[src/rtl/big_core_kbd_tx_if.sv]
// Command-byte handshake and transfer status between a host controller and the
// PS/2 host-to-device transmitter.
interface big_core_kbd_tx_if;
  logic       tx_valid;
  logic [7:0] tx_data;
  logic       tx_ready;
  logic       tx_busy;
  logic       tx_done;
  logic       tx_err;

  modport master (
    output tx_valid, tx_data,
    input  tx_ready, tx_busy, tx_done, tx_err
  );

  modport slave (
    input  tx_valid, tx_data,
    output tx_ready, tx_busy, tx_done, tx_err
  );
endinterface

[src/rtl/big_core_kbd_tx.sv]
// PS/2 host-to-device transmitter: inhibits the bus, requests to send, shifts an
// odd-parity frame on device clock falls and checks the device acknowledge.
module big_core_kbd_tx #(
  parameter int INHIBIT_CYCLES = 5000,
  parameter int TIMEOUT_CYCLES = 1000000
) (
  input  logic             Clk,
  input  logic             Rst,
  big_core_kbd_tx_if.slave tx,
  input  logic             kbd_clk_in,
  input  logic             kbd_data_in,
  output logic             kbd_clk_oe,
  output logic             kbd_data_oe
);

  localparam int IW = $clog2(INHIBIT_CYCLES + 1);
  localparam int TW = $clog2(TIMEOUT_CYCLES + 1);

  typedef enum logic [2:0] {
    S_IDLE, S_INHIBIT, S_REQ, S_SHIFT, S_ACK, S_END
  } state_t;

  state_t        r_state;
  logic [1:0]    r_clk_sync;
  logic [1:0]    r_data_sync;
  logic          r_clk_prev;
  logic [8:0]    r_frame;
  logic [3:0]    r_bit;
  logic [IW-1:0] r_inh;
  logic [TW-1:0] r_tmo;
  logic          r_clk_oe;
  logic          r_data_oe;
  logic          r_ready;
  logic          r_busy;
  logic          r_done;
  logic          r_err;

  logic w_clk_s;
  logic w_data_s;
  logic w_clk_fall;
  logic w_timeout;
  logic w_waiting;

  assign w_clk_s    = r_clk_sync[1];
  assign w_data_s   = r_data_sync[1];
  assign w_clk_fall = r_clk_prev & ~w_clk_s;
  assign w_timeout  = (r_tmo == TW'(TIMEOUT_CYCLES - 1));
  assign w_waiting  = (r_state == S_REQ) || (r_state == S_SHIFT) ||
                      (r_state == S_ACK) || (r_state == S_END);

  // NOTE: synchronizers reset to 1, the idle level of the open-drain lines,
  // so leaving reset can never look like a falling edge.
  always_ff @(posedge Clk or posedge Rst) begin
    if (Rst) begin
      r_clk_sync  <= 2'b11;
      r_data_sync <= 2'b11;
      r_clk_prev  <= 1'b1;
    end else begin
      // NOTE: non-blocking assignments keep every flop sampling pre-edge values.
      r_clk_sync  <= {r_clk_sync[0], kbd_clk_in};
      r_data_sync <= {r_data_sync[0], kbd_data_in};
      r_clk_prev  <= r_clk_sync[1];
    end
  end

  always_ff @(posedge Clk or posedge Rst) begin
    if (Rst) begin
      r_state   <= S_IDLE;
      r_frame   <= '0;
      r_bit     <= '0;
      r_inh     <= '0;
      r_tmo     <= '0;
      r_clk_oe  <= 1'b0;
      r_data_oe <= 1'b0;
      r_ready   <= 1'b0;
      r_busy    <= 1'b0;
      r_done    <= 1'b0;
      r_err     <= 1'b0;
    end else begin
      r_done <= 1'b0;
      r_err  <= 1'b0;
      if (w_waiting && w_timeout) begin
        r_err     <= 1'b1;
        r_clk_oe  <= 1'b0;
        r_data_oe <= 1'b0;
        r_busy    <= 1'b0;
        r_ready   <= 1'b1;
        r_state   <= S_IDLE;
      end else begin
        case (r_state)
          S_IDLE: begin
            if (tx.tx_valid && r_ready) begin
              r_frame  <= {~^tx.tx_data, tx.tx_data};
              r_bit    <= '0;
              r_inh    <= '0;
              r_tmo    <= '0;
              r_clk_oe <= 1'b1;
              r_ready  <= 1'b0;
              r_busy   <= 1'b1;
              r_state  <= S_INHIBIT;
            end else begin
              r_ready <= 1'b1;
            end
          end
          S_INHIBIT: begin
            r_inh <= r_inh + 1'b1;
            // Start bit goes out one cycle before the clock is released.
            if (r_inh == IW'(INHIBIT_CYCLES - 2)) r_data_oe <= 1'b1;
            if (r_inh == IW'(INHIBIT_CYCLES - 1)) begin
              r_clk_oe  <= 1'b0;
              r_data_oe <= 1'b1;
              r_state   <= S_REQ;
            end
          end
          S_REQ, S_SHIFT: begin
            r_tmo <= r_tmo + 1'b1;
            if (w_clk_fall) begin
              r_bit <= r_bit + 1'b1;
              if (r_bit == 4'd9) begin
                r_data_oe <= 1'b0;
                r_state   <= S_ACK;
              end else begin
                r_data_oe <= ~r_frame[r_bit];
                r_state   <= S_SHIFT;
              end
            end
          end
          S_ACK: begin
            r_tmo <= r_tmo + 1'b1;
            if (w_clk_fall) begin
              r_done  <= ~w_data_s;
              r_err   <= w_data_s;
              r_state <= S_END;
            end
          end
          S_END: begin
            r_tmo <= r_tmo + 1'b1;
            if (w_clk_s && w_data_s) begin
              r_busy  <= 1'b0;
              r_ready <= 1'b1;
              r_state <= S_IDLE;
            end
          end
          default: r_state <= S_IDLE;
        endcase
      end
    end
  end

  assign kbd_clk_oe  = r_clk_oe;
  assign kbd_data_oe = r_data_oe;
  assign tx.tx_ready = r_ready;
  assign tx.tx_busy  = r_busy;
  assign tx.tx_done  = r_done;
  assign tx.tx_err   = r_err;

endmodule

[src/flat_wrapper.sv]
// flat-port wrapper written by rule: the top's interface ports become plain ports
module big_core_kbd_tx_flat 
#(
  parameter int INHIBIT_CYCLES = 5000,
  parameter int TIMEOUT_CYCLES = 1000000
)
  (Clk, Rst, kbd_clk_in, kbd_data_in, kbd_clk_oe, kbd_data_oe, tx_tx_valid, tx_tx_data, tx_tx_ready, tx_tx_busy, tx_tx_done, tx_tx_err);
  big_core_kbd_tx_if tx_i ();
  input  logic Clk;
  input  logic Rst;
  input  logic kbd_clk_in;
  input  logic kbd_data_in;
  output logic kbd_clk_oe;
  output logic kbd_data_oe;
  input wire logic [$bits(tx_i.tx_valid)-1:0] tx_tx_valid;
  input wire logic [$bits(tx_i.tx_data)-1:0] tx_tx_data;
  output wire logic [$bits(tx_i.tx_ready)-1:0] tx_tx_ready;
  output wire logic [$bits(tx_i.tx_busy)-1:0] tx_tx_busy;
  output wire logic [$bits(tx_i.tx_done)-1:0] tx_tx_done;
  output wire logic [$bits(tx_i.tx_err)-1:0] tx_tx_err;
  assign tx_i.tx_valid = tx_tx_valid;
  assign tx_i.tx_data = tx_tx_data;
  assign tx_tx_ready = tx_i.tx_ready;
  assign tx_tx_busy = tx_i.tx_busy;
  assign tx_tx_done = tx_i.tx_done;
  assign tx_tx_err = tx_i.tx_err;
  big_core_kbd_tx #(.INHIBIT_CYCLES(INHIBIT_CYCLES), .TIMEOUT_CYCLES(TIMEOUT_CYCLES)) u_core (.Clk(Clk), .Rst(Rst), .tx(tx_i), .kbd_clk_in(kbd_clk_in), .kbd_data_in(kbd_data_in), .kbd_clk_oe(kbd_clk_oe), .kbd_data_oe(kbd_data_oe));
endmodule
[config.mk]
export PLATFORM = sky130hd
export DESIGN_NAME = big_core_kbd_tx_flat
export DESIGN_NICKNAME = d
export VERILOG_FILES = /design/src/rtl/big_core_kbd_tx_if.sv /design/src/rtl/big_core_kbd_tx.sv /design/src/flat_wrapper.sv
export SDC_FILE = /design/constraint.sdc
export NUM_CORES = 1
export LEC_CHECK = 0
export ABC_AREA = 1
export ABC_CLOCK_PERIOD_IN_PS = 2000
export CELL_PAD_IN_SITES_DETAIL_PLACEMENT = 0
export CELL_PAD_IN_SITES_GLOBAL_PLACEMENT = 1
export CORE_MARGIN = 2
export CORE_UTILIZATION = 40
export CTS_BUF_LIST = sky130_fd_sc_hd__clkbuf_8
export DETAILED_ROUTE_END_ITERATION = 7
export PLACE_DENSITY_LB_ADDON = 0.2
export SYNTH_ARGS = -nofsm -noshare
export SYNTH_HDL_FRONTEND = slang
export SYNTH_SLANG_ARGS = --single-unit
[constraint.sdc]
create_clock -name Clk -period 2 [get_ports Clk]
set_input_delay 0.4 -clock Clk [delete_from_list [all_inputs] [get_ports Clk]]
set_output_delay 0.4 -clock Clk [all_outputs]
set_load 0.01 [all_outputs]
==> impl_metrics.py, run 1 <==
metrics = {
    "floorplan": {
        "core_area_um2": 8640,
        "die_area_um2": 9610,
        "ios": 19,
        "floorplan.initialDensity_pct": 40.9,
        "chipHeight_um": 98.0,
        "placement_rows": 34,
        "floorplan.die.width_um": 98.0,
    },
    "logic_synthesis": {
        "main_synth_ff_type": "sky130_fd_sc_hd__dfrtp_1",
        "mappedNetlistArea_um2": 3540,
        "synth_nets": 502,
        "synth_async_sr_flop_share_pct": 100,
        "synthDistinctLibCells": 29,
        "netlist_top_cells_area": "sky130_fd_sc_hd__dfrtp_1 (39%), sky130_fd_sc_hd__nand2_1 (15%), sky130_fd_sc_hd__nor2_1 (6.2%)",
        "seq_area_frac_synth_pct": 42.6,
        "synth-edff-count": 0,
        "yosys_warnings": 0,
        "postSynthCellCount": 484,
        "synth_area_leader_cell": "sky130_fd_sc_hd__dfrtp_1",
        "flip_flop_and_latch_count_after_synthesis": 60,
        "synth.top_cell.area_share_pct": 38.9,
        "syn_area_per_cell_um2": 7.31,
    },
    "global_routing": {
        "grt_overflow_total": 0,
        "antenna_violations_before_repair": 0,
        "total_grt_usage_pct": 18.0,
        "grt_start_max_net_pins": 61,
        "wire_length_of_the_first_global_routing_pass_um": 14000,
        "first_global_vias": 2868,
    },
    "detailed_routing": {
        "drtPass1Iterations": 4,
        "postRouteWirelength_um": 8010,
        "routed_via_density": 4.94,
        "route.vias.total": 3089,
        "first_iter_violations": 180,
        "post-route-drc-count": 0,
        "wire_per_inst_um": 12.8,
        "antenna_violating_nets_post_route": 0,
    },
    "layout": {
        "ratio_of_cells_with_drive_above_1_in_the_final_layout_pct": 9.28,
        "nets": 530,
        "layout_commonest_cell": "sky130_fd_sc_hd__nand2_1",
        "synthToLayoutAreaGrowth_pct": 15.9,
        "num_antenna_cells": 0,
        "layout_common_cells": "sky130_fd_sc_hd__nand2_1 (146), sky130_fd_sc_hd__nor2_1 (58), sky130_fd_sc_hd__dfrtp_1 (55)",
    },
    "run": {
        "max_cap_violations": 0,
    },
    "cts": {
        "post_cts_resize_count": 0,
        "skew_pair_late_insertion_delay_ns": 0.35,
        "cts_post_setup_buffers_inserted": 0,
        "tritoncts_num_sinks": 60,
        "ctsHoldBuffers": 0,
        "clock_transition_at_path_regs_ns": 0.08,
        "max-clock-path-buffers": 2,
        "cts-htree-levels": 3,
        "cts_buffers": 9,
        "clock_tree_from_tritoncts": "yes",
        "clockRootBuffer": "sky130_fd_sc_hd__clkbuf_8",
    },
    "placement": {
        "dp.final_hpwl_um": 5740,
        "post-place-ws_ns": 0.194,
        "gp_congestion": 0.844,
        "port_buffers": 18,
    },
    "critical_path": {
        "critical_path_class": "flip-flop to flip-flop",
        "endpoint_kind": "flip-flop",
        "worst_ep_required_time_ns": 2.24,
        "worstPathMaxFanout": 30,
        "element_type_at_the_critical_path_start": "flip-flop",
        "arrival_ns": 2.03,
    },
    "run_status": {
        "status": "finished clean",
    },
    "timing": {
        "slew_headroom_pct": 68.3,
        "final.setup.worst_slack_ns": 0.211,
        "finalClockSkew_ns": 0.0125,
        "fin_crit_sh_pct": 89.4,
        "rsz0062_at_grt": "no",
        "hold_viol": 0,
        "setup_viol": 0,
        "fin_crit_ns": 1.79,
        "max_clock_freq_mhz": 559,
        "timing_max_transition_violations_final": 0,
        "fin_tns_setup_ns": 0,
        "worstMarginPinSlew_ns": 0.470,
    },
    "pwr": {
        "ir_drop_mv": 0.738,
        "cellLeakagePower_uw": 0.00185,
        "power_density_nw_per_um2": 1240,
        "power.total_uw": 5100,
    },
    "worst_hold_path": {
        "hold_path_class": "flip-flop to flip-flop",
    },
}
==> power breakdown <==
part	total (uW)	switching (uW)	internal [uW]
registers	1900	338	1560
clock network	1310	506	800
logic	1890	1220	676
==> area by class of cell <==
| class | instances | area, um2 |
|---|---|---|
| Timing Repair Buffer | 25 | 245 |
| Clock buffer | 12 | 165 |
| Tap cell | 108 | 135 |
| Fill cell | 865 | 4540 |
| Clock inverter | 4 | 71.3 |
| Sequential cell | 60 | 1510 |
| Multi-Input combinational cell | 362 | 1770 |
| Inverter | 54 | 203 |
==> critical path: stages (launching register included) <==
cell                       delay [ns]
sky130_fd_sc_hd__dfrtp_1         0.43
sky130_fd_sc_hd__inv_1           0.12
sky130_fd_sc_hd__nand2_1         0.07
sky130_fd_sc_hd__nor2_1          0.09
sky130_fd_sc_hd__nand2_1         0.13
sky130_fd_sc_hd__nor2_2          0.17
sky130_fd_sc_hd__nand3_4         0.12
sky130_fd_sc_hd__o211ai_2        0.08
sky130_fd_sc_hd__buf_4           0.32
sky130_fd_sc_hd__nand2_1         0.09
sky130_fd_sc_hd__o31ai_1         0.07
==> metrics by stage <==
stage,cells,utilization (%),cell area [um2],hold WS [ns]
after floorplan,484,-,3540,0.345
after global placement,609,44.7,3860,0.346
after detailed placement,609,44.7,3860,0.347
after CTS,625,47.5,4100,0.356
after global routing,625,47.5,4100,0.357
final,625,47.5,4100,0.355
==> worst paths after layout <==
kind	startpoint	end	slack, ns	depth (start not counted)
setup / recovery	u_core.r_tmo[11]$_DFFE_PP0P_	u_core.r_tmo[2]$_DFFE_PP0P_	0.21	10
hold / removal	u_core.r_clk_sync[0]$_DFF_PP1_	u_core.r_clk_sync[1]$_DFF_PP1_	0.36	0
min in group asynchronous	Rst	u_core.r_tmo[5]$_DFFE_PP0P_	0.45	3
max in group asynchronous	Rst	u_core.r_data_sync[1]$_DFF_PP1_	1.25	3
hold reg to reg	u_core.r_clk_sync[0]$_DFF_PP1_	u_core.r_clk_sync[1]$_DFF_PP1_	0.36	0
setup reg to reg	u_core.r_tmo[11]$_DFFE_PP0P_	u_core.r_tmo[2]$_DFFE_PP0P_	0.21	10
==> cell usage after synthesis, types with 2 or more instances <==
master                     number
sky130_fd_sc_hd__buf_6          3
sky130_fd_sc_hd__dfrtp_1       55
sky130_fd_sc_hd__nor2_1        58
sky130_fd_sc_hd__ha_1           5
sky130_fd_sc_hd__nand2_4        2
sky130_fd_sc_hd__o31ai_1        2
sky130_fd_sc_hd__xor2_1        13
sky130_fd_sc_hd__dfstp_2        5
sky130_fd_sc_hd__inv_2          4
sky130_fd_sc_hd__clkbuf_1       4
sky130_fd_sc_hd__nor2_4         2
sky130_fd_sc_hd__o21ai_0       31
sky130_fd_sc_hd__nand3_4        2
sky130_fd_sc_hd__xnor2_1        9
sky130_fd_sc_hd__nor2_2         4
sky130_fd_sc_hd__nor3_1        10
sky130_fd_sc_hd__a21oi_1       10
sky130_fd_sc_hd__nand4_1       10
sky130_fd_sc_hd__o21ai_1       10
sky130_fd_sc_hd__nand2_1      146
sky130_fd_sc_hd__nand3_1       40
sky130_fd_sc_hd__inv_1         50
sky130_fd_sc_hd__nand2_2        3
==> flip-flops by register name, summed over array words and instances, names as in the netlist <==
| register | count |
|---|---|
| u_core.kbd_data_oe | 1 |
| u_core.r_data_sync | 2 |
| u_core.r_bit | 4 |
| u_core.tx.tx_done | 1 |
| u_core.tx.tx_busy | 1 |
| u_core.r_clk_sync | 2 |
| u_core.tx.tx_err | 1 |
| u_core.r_state | 3 |
| u_core.r_clk_prev | 1 |
| u_core.r_inh | 13 |
| u_core.tx.tx_ready | 1 |
| u_core.kbd_clk_oe | 1 |
| u_core.r_frame | 9 |
| u_core.r_tmo | 20 |
==> logic make-up (layout without fill, tap and decap cells) <==
kind of cell	after synthesis	count (layout)	synth area share (%)
buffers and inverters	62	95	7.25
AND/OR/NAND/NOR	279	279	34.5
adder cells (fa/ha/maj)	5	5	1.77
AO/OA/AOI/OAI	56	56	8.42
XOR/XNOR	22	22	5.45
flip-flops	60	60	42.6
==> layer usage <==
layer  wire length [um]  vias to the layer above  track usage, %  share of wire (%)
li1                   -                     1604               -                  -
met1               4120                     1439            25.1                 51
met2               3580                       38            27.8                 45
met3                231                        8            4.08                2.9
met4                 83                        0            5.66                1.0
met5                  0                        -               0                  0
No activity file was read; power rests on OpenSTA's default activity.
==> inputs of run 2 (changes only) <==
Settings changed: CELL_PAD_IN_SITES_DETAIL_PLACEMENT 0 to 2, CELL_PAD_IN_SITES_GLOBAL_PLACEMENT 1 to 2, CORE_UTILIZATION 40 to 36.
==> impl_metrics.py, run 2 (same netlist as run 1, synthesis figures left out) <==
metrics = {
    "layout": {
        "ratio_of_cells_with_drive_above_1_in_the_final_layout_pct": 9.98,
        "layout_common_cells": "sky130_fd_sc_hd__nand2_1 (146), sky130_fd_sc_hd__nor2_1 (57), sky130_fd_sc_hd__dfrtp_1 (55)",
        "largest_register": "u_core.r_tmo",
        "largest_register_ffs": 20,
        "synthToLayoutAreaGrowth_pct": 17.2,
        "top_regs": "u_core.r_tmo (20), u_core.r_inh (13), u_core.r_frame (9)",
        "num-fill-cells": 1167,
        "num_antenna_cells": 0,
        "layout_commonest_cell": "sky130_fd_sc_hd__nand2_1",
        "nets": 534,
    },
    "cts": {
        "cts_buffers": 9,
        "max-clock-path-buffers": 2,
        "cts-htree-levels": 3,
        "ctsHoldBuffers": 0,
        "skew_pair_late_insertion_delay_ns": 0.36,
        "clock_tree_from_tritoncts": "yes",
        "clockRootBuffer": "sky130_fd_sc_hd__clkbuf_8",
        "clock_transition_at_path_regs_ns": 0.07,
        "tritoncts_num_sinks": 60,
    },
    "timing": {
        "timing_max_transition_violations_final": 0,
        "fin_crit_sh_pct": 90.9,
        "slew_headroom_pct": 64.6,
        "fin_tns_setup_ns": 0,
        "worstMarginPinSlew_ns": 0.525,
        "finalClockSkew_ns": 0.0119,
        "fin_crit_ns": 1.82,
        "rsz0062_at_grt": "no",
        "max_clock_freq_mhz": 550,
        "setup_viol": 0,
        "hold_viol": 0,
    },
    "global_routing": {
        "grt_start_max_net_pins": 31,
        "total_grt_usage_pct": 23.0,
        "grt_overflow_total": 0,
        "antenna_violations_before_repair": 0,
        "wire_length_of_the_first_global_routing_pass_um": 18400,
        "first_global_vias": 3672,
    },
    "floorplan": {
        "chipHeight_um": 103,
        "floorplan.die.width_um": 103,
        "ios": 19,
        "die_area_um2": 10600,
        "floorplan.initialDensity_pct": 36.7,
        "core_area_um2": 9640,
        "placement_rows": 36,
    },
    "detailed_routing": {
        "routed_via_density": 5.12,
        "antenna_violating_nets_post_route": 0,
        "wire_per_inst_um": 17.1,
        "post-route-drc-count": 0,
        "postRouteWirelength_um": 11200,
        "first_iter_violations": 68,
        "route.vias.total": 3346,
        "drtPass1Iterations": 4,
    },
    "critical_path": {
        "worstPathMaxFanout": 30,
        "element_type_at_the_critical_path_start": "flip-flop",
        "arrival_ns": 2.05,
        "worst_ep_required_time_ns": 2.24,
        "critical_path_class": "flip-flop to flip-flop",
        "endpoint_kind": "flip-flop",
    },
    "pwr": {
        "cellLeakagePower_uw": 0.00187,
        "power_density_nw_per_um2": 1240,
        "power.total_uw": 5150,
        "ir_drop_mv": 0.480,
    },
    "placement": {
        "gp_congestion": 0.846,
        "dp.final_hpwl_um": 8510,
        "port_buffers": 18,
    },
    "run_status": {
        "status": "finished clean",
    },
    "run": {
        "max_cap_violations": 0,
    },
    "worst_hold_path": {
        "hold_path_class": "input pin to async pin",
    },
}
==> run 2: cell count changes in the layout (fill, tap and decap cells not counted), sizes merged <==
| cell | previous run | this run |
|---|---|---|
| clkinvlp | 1 | 0 |
| clkinv | 0 | 1 |
| buf | 7 | 11 |
| bufinv | 2 | 0 |
| inv | 55 | 56 |
| clkbuf | 12 | 13 |
==> run 2: per-layer routing <==
layer	up-vias	routed length (um)	global-route usage (%)
met5	-	0	0
met4	0	142	7.19
met3	13	303	3.19
met2	38	5550	38.4
met1	1682	5170	31.0
li1	1613	-	-
==> run 2: critical path, stage by stage (launching register included) <==
cell and delay [ns]:
sky130_fd_sc_hd__dfrtp_1 0.40, sky130_fd_sc_hd__ha_1 0.19, sky130_fd_sc_hd__nand3_1 0.22, sky130_fd_sc_hd__nor2_2 0.24
sky130_fd_sc_hd__nand3_4 0.13, sky130_fd_sc_hd__o211ai_2 0.12, sky130_fd_sc_hd__buf_12 0.21, sky130_fd_sc_hd__nand2_1 0.08
sky130_fd_sc_hd__o31ai_1 0.10
==> run 2: power breakdown <==
part / internal (uW) / switching (uW)
Sequential: 1560 / 361
Clock: 575 / 501
Combinational: 736 / 1410
==> run 2: what timing repair did <==
action | in CTS | in global routing
setup endpoints to repair | 0 | 1
resized for setup | 0 | 1
buffers inserted | 0 | 0
==> run 2: cell type report <==
| type | instances | area [um2] | area share, % |
|---|---|---|---|
| multi-input combinational | 362 | 1770 | 42.8 |
| sequential | 60 | 1510 | 36.4 |
| timing repair buffer | 29 | 300 | 7.25 |
| inverter | 54 | 203 | 4.89 |
| clock buffer | 13 | 179 | 4.32 |
| tap | 133 | 166 | 4.02 |
| clock inverter | 3 | 12.5 | 0.302 |
==> run 2: final timing paths <==
check	cells after the start	from	to	slack [ns]
max reg2reg	8	u_core.r_tmo[1]$_DFFE_PP0P_	u_core.r_tmo[0]$_DFFE_PP0P_	0.18
max	8	u_core.r_tmo[1]$_DFFE_PP0P_	u_core.r_tmo[0]$_DFFE_PP0P_	0.18
min reg2reg	0	u_core.r_clk_sync[0]$_DFF_PP1_	u_core.r_clk_sync[1]$_DFF_PP1_	0.36
min	2	Rst	u_core.r_tmo[0]$_DFFE_PP0P_	0.31
min in group Clk	0	u_core.r_clk_sync[0]$_DFF_PP1_	u_core.r_clk_sync[1]$_DFF_PP1_	0.36
max in group asynchronous	3	Rst	u_core.r_clk_prev$_DFF_PP1_	1.20
==> run 2: metrics by stage <==
| stage | util, % | instances | instance area [um2] | hold WS, ns | worst slack, ns |
|---|---|---|---|---|---|
| 6_report | 43.0 | 654 | 4140 | 0.309 | 0.182 |
| 4_1_cts | 43.0 | 654 | 4140 | 0.315 | 0.150 |
| 2_1_floorplan | - | 484 | 3540 | 0.345 | 0.124 |
| 3_3_place_gp | 41.0 | 638 | 3950 | 0.346 | 0.196 |
| 3_5_place_dp | 41.0 | 638 | 3950 | 0.352 | 0.118 |
| 5_1_grt | 43.0 | 654 | 4140 | 0.328 | 0.000349 |
